<file path="config.mk">
export PLATFORM = sky130hd
export DESIGN_NAME = drp_access_sequencer
export DESIGN_NICKNAME = d
export VERILOG_FILES = /design/src/rtl/drp_access_sequencer.sv
export SDC_FILE = /design/constraint.sdc
export NUM_CORES = 1
export LEC_CHECK = 0
export BUFFER_PORTS_ARGS = -buffer_cell sky130_fd_sc_hd__clkbuf_2
export CAP_MARGIN = 20
export CORE_UTILIZATION = 53
export DETAILED_ROUTE_END_ITERATION = 8
export PLACE_DENSITY = 0.77
export REMOVE_ABC_BUFFERS = 1
export SLEW_MARGIN = 10
export SYNTH_ARGS = -nofsm -noshare
export SYNTH_HDL_FRONTEND = slang
export SYNTH_SLANG_ARGS = --single-unit
</file>
<file path="constraint.sdc">
create_clock -name S_AXI_aclk -period 2.16 [get_ports S_AXI_aclk]
set_input_delay 0.108 -clock S_AXI_aclk [delete_from_list [all_inputs] [get_ports S_AXI_aclk]]
set_output_delay 0.108 -clock S_AXI_aclk [all_outputs]
set_load 0.01 [all_outputs]
</file>
<file path="src/rtl/drp_access_sequencer.sv">
// drp_access_sequencer: serialises bridge read/write requests onto a DRP port,
// with write priority, an address range check and a drdy timeout.
module drp_access_sequencer #(
    parameter int ADDR_WIDTH     = 10,
    parameter int DATA_WIDTH     = 16,
    parameter int DRP_ADDR_WIDTH = 7,
    parameter int TIMEOUT_CYCLES = 64
) (
    input  logic                      S_AXI_aclk,
    input  logic                      S_AXI_aresetn,
    input  logic [ADDR_WIDTH-1:0]     w_addr,
    input  logic [DATA_WIDTH-1:0]     w_data,
    input  logic                      w_occur,
    input  logic [ADDR_WIDTH-1:0]     r_addr,
    input  logic                      r_occur,
    output logic                      w_ready,
    output logic                      r_valid,
    output logic [DATA_WIDTH-1:0]     r_data,
    output logic                      drp_den,
    output logic                      drp_dwe,
    output logic [DRP_ADDR_WIDTH-1:0] drp_daddr,
    output logic [DATA_WIDTH-1:0]     drp_di,
    input  logic [DATA_WIDTH-1:0]     drp_do,
    input  logic                      drp_drdy,
    output logic                      drp_busy,
    output logic                      timeout_pulse,
    output logic [7:0]                timeout_count
);
    localparam int CW = $clog2(TIMEOUT_CYCLES + 1);

    typedef enum logic [2:0] {IDLE, WR_REQ, WR_WAIT, RD_REQ, RD_WAIT, DONE_W, DONE_R} state_t;

    state_t                      state_q;
    logic                        wr_pend_q, rd_pend_q;
    logic [ADDR_WIDTH-1:0]       wr_addr_q, wr_addr_d, rd_addr_q, rd_addr_d;
    logic [DATA_WIDTH-1:0]       wr_data_q, wr_data_d;
    logic [CW-1:0]               cnt_q;
    logic                        w_ready_q, r_valid_q, den_q, dwe_q, busy_q, tpulse_q;
    logic [DATA_WIDTH-1:0]       r_data_q, di_q;
    logic [DRP_ADDR_WIDTH-1:0]   daddr_q;
    logic [7:0]                  tcount_q;
    logic                        wr_req, rd_req, wr_oor, rd_oor, wait_to;

    // A request pulse in the same cycle is used directly so den follows one cycle later.
    assign wr_addr_d = w_occur ? w_addr : wr_addr_q;
    assign wr_data_d = w_occur ? w_data : wr_data_q;
    assign rd_addr_d = r_occur ? r_addr : rd_addr_q;
    assign wr_req    = wr_pend_q | w_occur;
    assign rd_req    = rd_pend_q | r_occur;
    assign wr_oor    = (wr_addr_d >> DRP_ADDR_WIDTH) != '0;
    assign rd_oor    = (rd_addr_d >> DRP_ADDR_WIDTH) != '0;
    assign wait_to   = !drp_drdy && (cnt_q == CW'(TIMEOUT_CYCLES));

    always_ff @(posedge S_AXI_aclk or negedge S_AXI_aresetn) begin
        if (!S_AXI_aresetn) begin
            state_q   <= IDLE;
            wr_pend_q <= 1'b0;
            rd_pend_q <= 1'b0;
            wr_addr_q <= '0;
            wr_data_q <= '0;
            rd_addr_q <= '0;
            cnt_q     <= '0;
            w_ready_q <= 1'b0;
            r_valid_q <= 1'b0;
            r_data_q  <= '0;
            den_q     <= 1'b0;
            dwe_q     <= 1'b0;
            daddr_q   <= '0;
            di_q      <= '0;
            busy_q    <= 1'b0;
            tpulse_q  <= 1'b0;
            tcount_q  <= '0;
        end else begin
            den_q     <= 1'b0;
            dwe_q     <= 1'b0;
            w_ready_q <= 1'b0;
            r_valid_q <= 1'b0;
            tpulse_q  <= 1'b0;
            wr_addr_q <= wr_addr_d;
            wr_data_q <= wr_data_d;
            rd_addr_q <= rd_addr_d;
            if (w_occur) wr_pend_q <= 1'b1;
            if (r_occur) rd_pend_q <= 1'b1;
            case (state_q)
                IDLE: begin
                    if (wr_req) begin
                        wr_pend_q <= 1'b0;
                        busy_q    <= 1'b1;
                        if (wr_oor) begin
                            state_q   <= DONE_W;
                            w_ready_q <= 1'b1;
                        end else begin
                            state_q <= WR_REQ;
                            den_q   <= 1'b1;
                            dwe_q   <= 1'b1;
                            daddr_q <= wr_addr_d[DRP_ADDR_WIDTH-1:0];
                            di_q    <= wr_data_d;
                        end
                    end else if (rd_req) begin
                        rd_pend_q <= 1'b0;
                        busy_q    <= 1'b1;
                        if (rd_oor) begin
                            state_q   <= DONE_R;
                            r_valid_q <= 1'b1;
                            r_data_q  <= '0;
                        end else begin
                            state_q <= RD_REQ;
                            den_q   <= 1'b1;
                            daddr_q <= rd_addr_d[DRP_ADDR_WIDTH-1:0];
                        end
                    end
                end
                WR_REQ: begin
                    state_q <= WR_WAIT;
                    cnt_q   <= CW'(1);
                end
                RD_REQ: begin
                    state_q <= RD_WAIT;
                    cnt_q   <= CW'(1);
                end
                WR_WAIT: begin
                    if (drp_drdy || wait_to) begin
                        state_q   <= DONE_W;
                        w_ready_q <= 1'b1;
                    end else begin
                        cnt_q <= cnt_q + 1'b1;
                    end
                end
                RD_WAIT: begin
                    if (drp_drdy || wait_to) begin
                        state_q   <= DONE_R;
                        r_valid_q <= 1'b1;
                        r_data_q  <= drp_drdy ? drp_do : '1;
                    end else begin
                        cnt_q <= cnt_q + 1'b1;
                    end
                end
                DONE_W, DONE_R: begin
                    state_q <= IDLE;
                    busy_q  <= 1'b0;
                end
                default: begin
                    state_q <= IDLE;
                    busy_q  <= 1'b0;
                end
            endcase
            if ((state_q == WR_WAIT || state_q == RD_WAIT) && wait_to) begin
                tpulse_q <= 1'b1;
                if (tcount_q != 8'hFF) tcount_q <= tcount_q + 8'd1;
            end
        end
    end

    assign w_ready       = w_ready_q;
    assign r_valid       = r_valid_q;
    assign r_data        = r_data_q;
    assign drp_den       = den_q;
    assign drp_dwe       = dwe_q;
    assign drp_daddr     = daddr_q;
    assign drp_di        = di_q;
    assign drp_busy      = busy_q;
    assign timeout_pulse = tpulse_q;
    assign timeout_count = tcount_q;
endmodule

</file>
; Yosys cells after proc, flatten, opt, wreduce, memory -nomap -nowiden
; Index checks and enable logic that the tools add are counted.
; Widths: inputs -> output; s select.
[totals]
in_bits = 57
register_bits = 101
output_inout_bits = 53
wordCells = 107
[classes]
n_reduce_logical = 21
eq_ne = 15
n_mux = 48
add_sub_neg = 2
bitwise = 4
[op_table]
columns = operator, n
row1 = $mux 16, 6
row2 = $mux 7, 5
row3 = $pmux 16 s2, 1
row4 = $mux 1, 23
row5 = $mux 10, 2
row6 = $reduce_bool 10->1, 2
row7 = $mux 3, 6
row8 = $ne 2x2->1 const B, 8
row9 = $pmux 3 s5, 1
row10 = $pmux 7 s2, 1
row11 = $add 8x1->8 const B, 1
row12 = $ne 8x8->1 const B, 1
row13 = $add 7x1->7 const B, 1
row14 = $eq 7x7->1 const B, 1
row15 = $eq 3x2->1 const B, 2
row16 = $pmux 1 s2, 3
row17 = $reduce_and 2->1, 3
row18 = $reduce_and 3->1, 2
row19 = $reduce_bool 2->1, 3
row20 = $reduce_and 5->1, 1
row21 = $reduce_and 4->1, 1
row22 = $reduce_or 2->1, 2
row23 = $reduce_or 4->1, 1
row24 = $eq 3x1->1 const B, 1
row25 = 8 further kinds, 12

; Logic depth before layout (Yosys ltp)
[depth]
depth_word = 6
depth_mapped = 8
depth_no_buf = 6

; Worst setup path before layout
; Ideal clock, no wire load.
[synth_timing]
kind = register to register
startpoint = register state_q[0]
endpoint = register di_q[10], in the netlist drp_di[10]
arrival_time_ns = 1.658
path_slack_ns = 0.378
setup_time_ns = 0.125
path_buffers = 2
synth_period_minus_slack_ns = 1.782
path_stages_with_launch = 6
t_required_ns = 2.035
path_cell_list = dfrtp_1 > buf_2 > or3_1 > nor2_4 > buf_4 > mux2_2
[synth_between]
elab_chain_cells = 2
[synth_rtl]
columns = element, line_no
row1 = start: declaration, 33  ; state_t state_q;
row2 = start signal: assignment, 56  ; state_q <= IDLE;
row3 = start signal: assignment, 90  ; state_q <= DONE_W;
row4 = start signal: assignment, 93  ; state_q <= WR_REQ;
row5 = $logic_not 3->1, 84  ; case (state_q)
row6 = $reduce_and 3->1 (no source line), --
row7 = end signal: assignment, 97  ; di_q <= wr_data_d;
row8 = end: declaration, 39  ; logic [DATA_WIDTH-1:0] r_data_q, di_q;
; Every way passes these cells.
; A chain may end at the register's enable or synchronous reset.

; Worst setup path in the final report
[layout_timing]
startpoint = register cnt_q[3]
endpoint = register tcount_q[6], in the netlist timeout_count[6]
[layout_between]
elab_chain_cells = 4
[layout_rtl]
columns = element, line_no
row1 = start: declaration, 37  ; logic [CW-1:0] cnt_q;
row2 = start signal: assignment, 126  ; cnt_q <= cnt_q + 1'b1;
row3 = start signal: assignment, 135  ; cnt_q <= cnt_q + 1'b1;
row4 = $eq 7x7->1, 52  ; assign wait_to = !drp_drdy && (cnt_q == CW'(TIMEOUT_CYCLES));
row5 = $logic_and 1x1->1, 52
row6 = $logic_and 1x1->1, 147  ; if ((state_q == WR_WAIT || state_q == RD_WAIT) && wait_to) begin
row7 = $reduce_and 2->1 (no source line), --
row8 = end signal: assignment, 149  ; if (tcount_q != 8'hFF) tcount_q <= tcount_q + 8'd1;
row9 = end: declaration, 41  ; logic [7:0] tcount_q;
; Every way passes these cells.

==> metrics <==
share of layout cells above drive strength 1 49.14%; row count 32; Clk pin slew, worst setup/hold paths 100 ps; final design utilization 70.99%; worst path required time 2410 ps; outcome completed; worst min path class in -> reg; crit path launch type flop; routed vias 3122; vias in the first global route 3252; fin. max-slew vios 0; vias per cell 5.516; Max-cap violations 0; Post-CTS Setup Inserts 0; Synth async-reset ratio 100.0%; chip width 92.07 um; Final nets 519; Rel. slew slack 55.44%; post-synthesis sequential area ratio 58.79%; initial antenna violation count 0; crit-path cells nor4_1 > nand4b_2 > nor3_1 > mux2_2; Clock Latency Late Sink 360 ps; ranking of synthesized cells by area dfrtp_1 59%, mux2_2 17%, o221a_2 4.2%; CTS max path bufs 2; Largest stage delay, worst path 500 ps; R2R setup slack 150 ps; input/output buffers 109; Synth Instances 307; critical-path maximum fanout 8; grt ovf 0; TritonCTS Sinks 101; Diodes inserted 0; die area 8476 sq um; Global Route Usage Sum 24.20%; Avg Inst Size Synth 14.00 sq um; top cell type's share of synthesized area 58.79%; CP Capture Type flop; slack of the critical path 152.8 ps; CP endpoint timeout_count[6]; First-pass DRT Iterations 4; worst slack at placement 212.0 ps; Hold Path Depth 2; Data arrival, critical path 2260 ps; r2r worst-path depth 4; final hold viol count 0; Avg WL per Cell 16.84 um; Final ANT Viol Nets 0; RSZ-0062 raised after global routing false; critical path's slowest cell nor4_1; Crit Path Category reg -> reg; Core ar. 7767 sq um; r2r endpoint timeout_count[6]; Starting DRT DRC Count 116; Num CTS Buffers 9; Post-DP HPWL 6180 um; H-tree depth 3; Finish-stage setup viols 0; Synth Warn # 0; Pwr Total 6144 uW; Post-CTS Hold Buffers 31; drt drc 0; Final GP Congestion 0.8236; Post-synth EDFFs 0; ys flop type dfrtp_1; FF-to-FF Start cnt_q[3]; Root Buffer clkbuf_8; Max IR drop VDD 0.6405 mV; most frequent cells after synthesis 101 x dfrtp_1, 66 x mux2_2, 16 x o221a_2; Cell Area, Synth 4299 sq um; P&R area growth vs syn 28.26%; Post-CTS Resized 0; WHS 9.848 ps; Ports 110; first-pass GRT wire length 15830 um; CTS tree done; Initial Util 55.35%; Max Clk Rate 498.2 MHz; Netlist cell types 45; number of synthesized register bits 101; clock skew after layout 7.791 ps; leading area contributor after synthesis dfrtp_1; Final Cycle Share 92.93%; height of the die 92.07 um; largest net degree at the start of global routing 52; Leak 0.002598 uW; pwr dens 1114 nW/um^2; fin crit period 2007 ps; Worst Max-Slew Pin Slew 668.4 ps; TNS Setup 0 ps; Routed WL 9533 um; most frequent cell after synthesis dfrtp_1; crit path from cnt_q[3]
[layout by cell type (no fill, tap or decap), types with 4 or more instances in the layout]
master / netlist / layout
mux2_2: 66 / 66
dfrtp_1: 101 / 101
o221a_2: 16 / 16
buf_4: 2 / 12
clkbuf_8: 0 / 10
nand2_1: 14 / 14
o211ai_1: 5 / 5
nor2_1: 12 / 12
clkbuf_2: 0 / 108
mux2i_1: 5 / 5
nand3_1: 8 / 8
xor2_1: 7 / 7
inv_1: 4 / 4
o31ai_1: 4 / 4
dlygate4sd3_1: 0 / 32
o21ai_0: 4 / 4
a21oi_1: 5 / 5
nor3_1: 5 / 5
[cell type report]
class | instances | area [sq um]
Clock inverter | 5 | 41.29
Tap cell | 102 | 127.6
Timing Repair Buffer | 154 | 991.0
Clock buffer | 11 | 141.4
Inverter | 4 | 15.01
Sequential cell | 101 | 2527
Fill cell | 545 | 2253
Multi-Input combinational cell | 189 | 1670
[worst min-delay path by stage]
stage	start	to	slack [ps]
after floorplan	S_AXI_aresetn	cnt_q[0]	-190
after global placement	S_AXI_aresetn	r_data[12]	180
after detailed placement	S_AXI_aresetn	r_data[12]	190
after CTS	r_addr[9]	rd_addr_q[9]	0.7
after global routing	w_addr[2]	wr_addr_q[2]	0.3
final	w_addr[8]	wr_addr_q[8]	10
[metal layers]
metal	vias up	wire length, um	track usage [%]
li1	1437	-	-
met1	1547	3958	29.37
met2	120	4846	42.97
met3	18	579	5.804
met4	0	149	6.641
met5	-	0	0
[worst max-delay path, delay by kind of cell, from the launching register on]
kind             cells  cell delay [ps]
flip-flops           1              440
multiplexers         1              350
AND/OR/NAND/NOR      3             1130
[where the power goes]
group | switching [uW] | internal, uW
registers | 386 | 2440
clock network | 662 | 462
logic | 1050 | 1140
total | 2100 | 4040
[metrics by stage]
stage	instances	instance area [sq um]
after floorplan	294	4213
after global placement	518	5011
after detailed placement	518	5011
after CTS	565	5504
after global routing	566	5514
final	566	5514
[kinds of logic after synthesis]
group | synth area share [%]
mux | 18.98
xor+xnor | 1.426
flops | 58.79
buf+inv | 2.357
simple gates | 8.178
fa+ha+maj | 0.8732
compound gates | 9.401
[sequential cells by signal, indices dropped and copies added (netlist names), 3 cells and up]
signal         cells
wr_data_q         16
state_q            3
cnt_q              7
r_data            16
drp_di            16
drp_daddr          7
timeout_count      8
rd_addr_q         10
wr_addr_q         10
(Power assumes the default switching activity.)
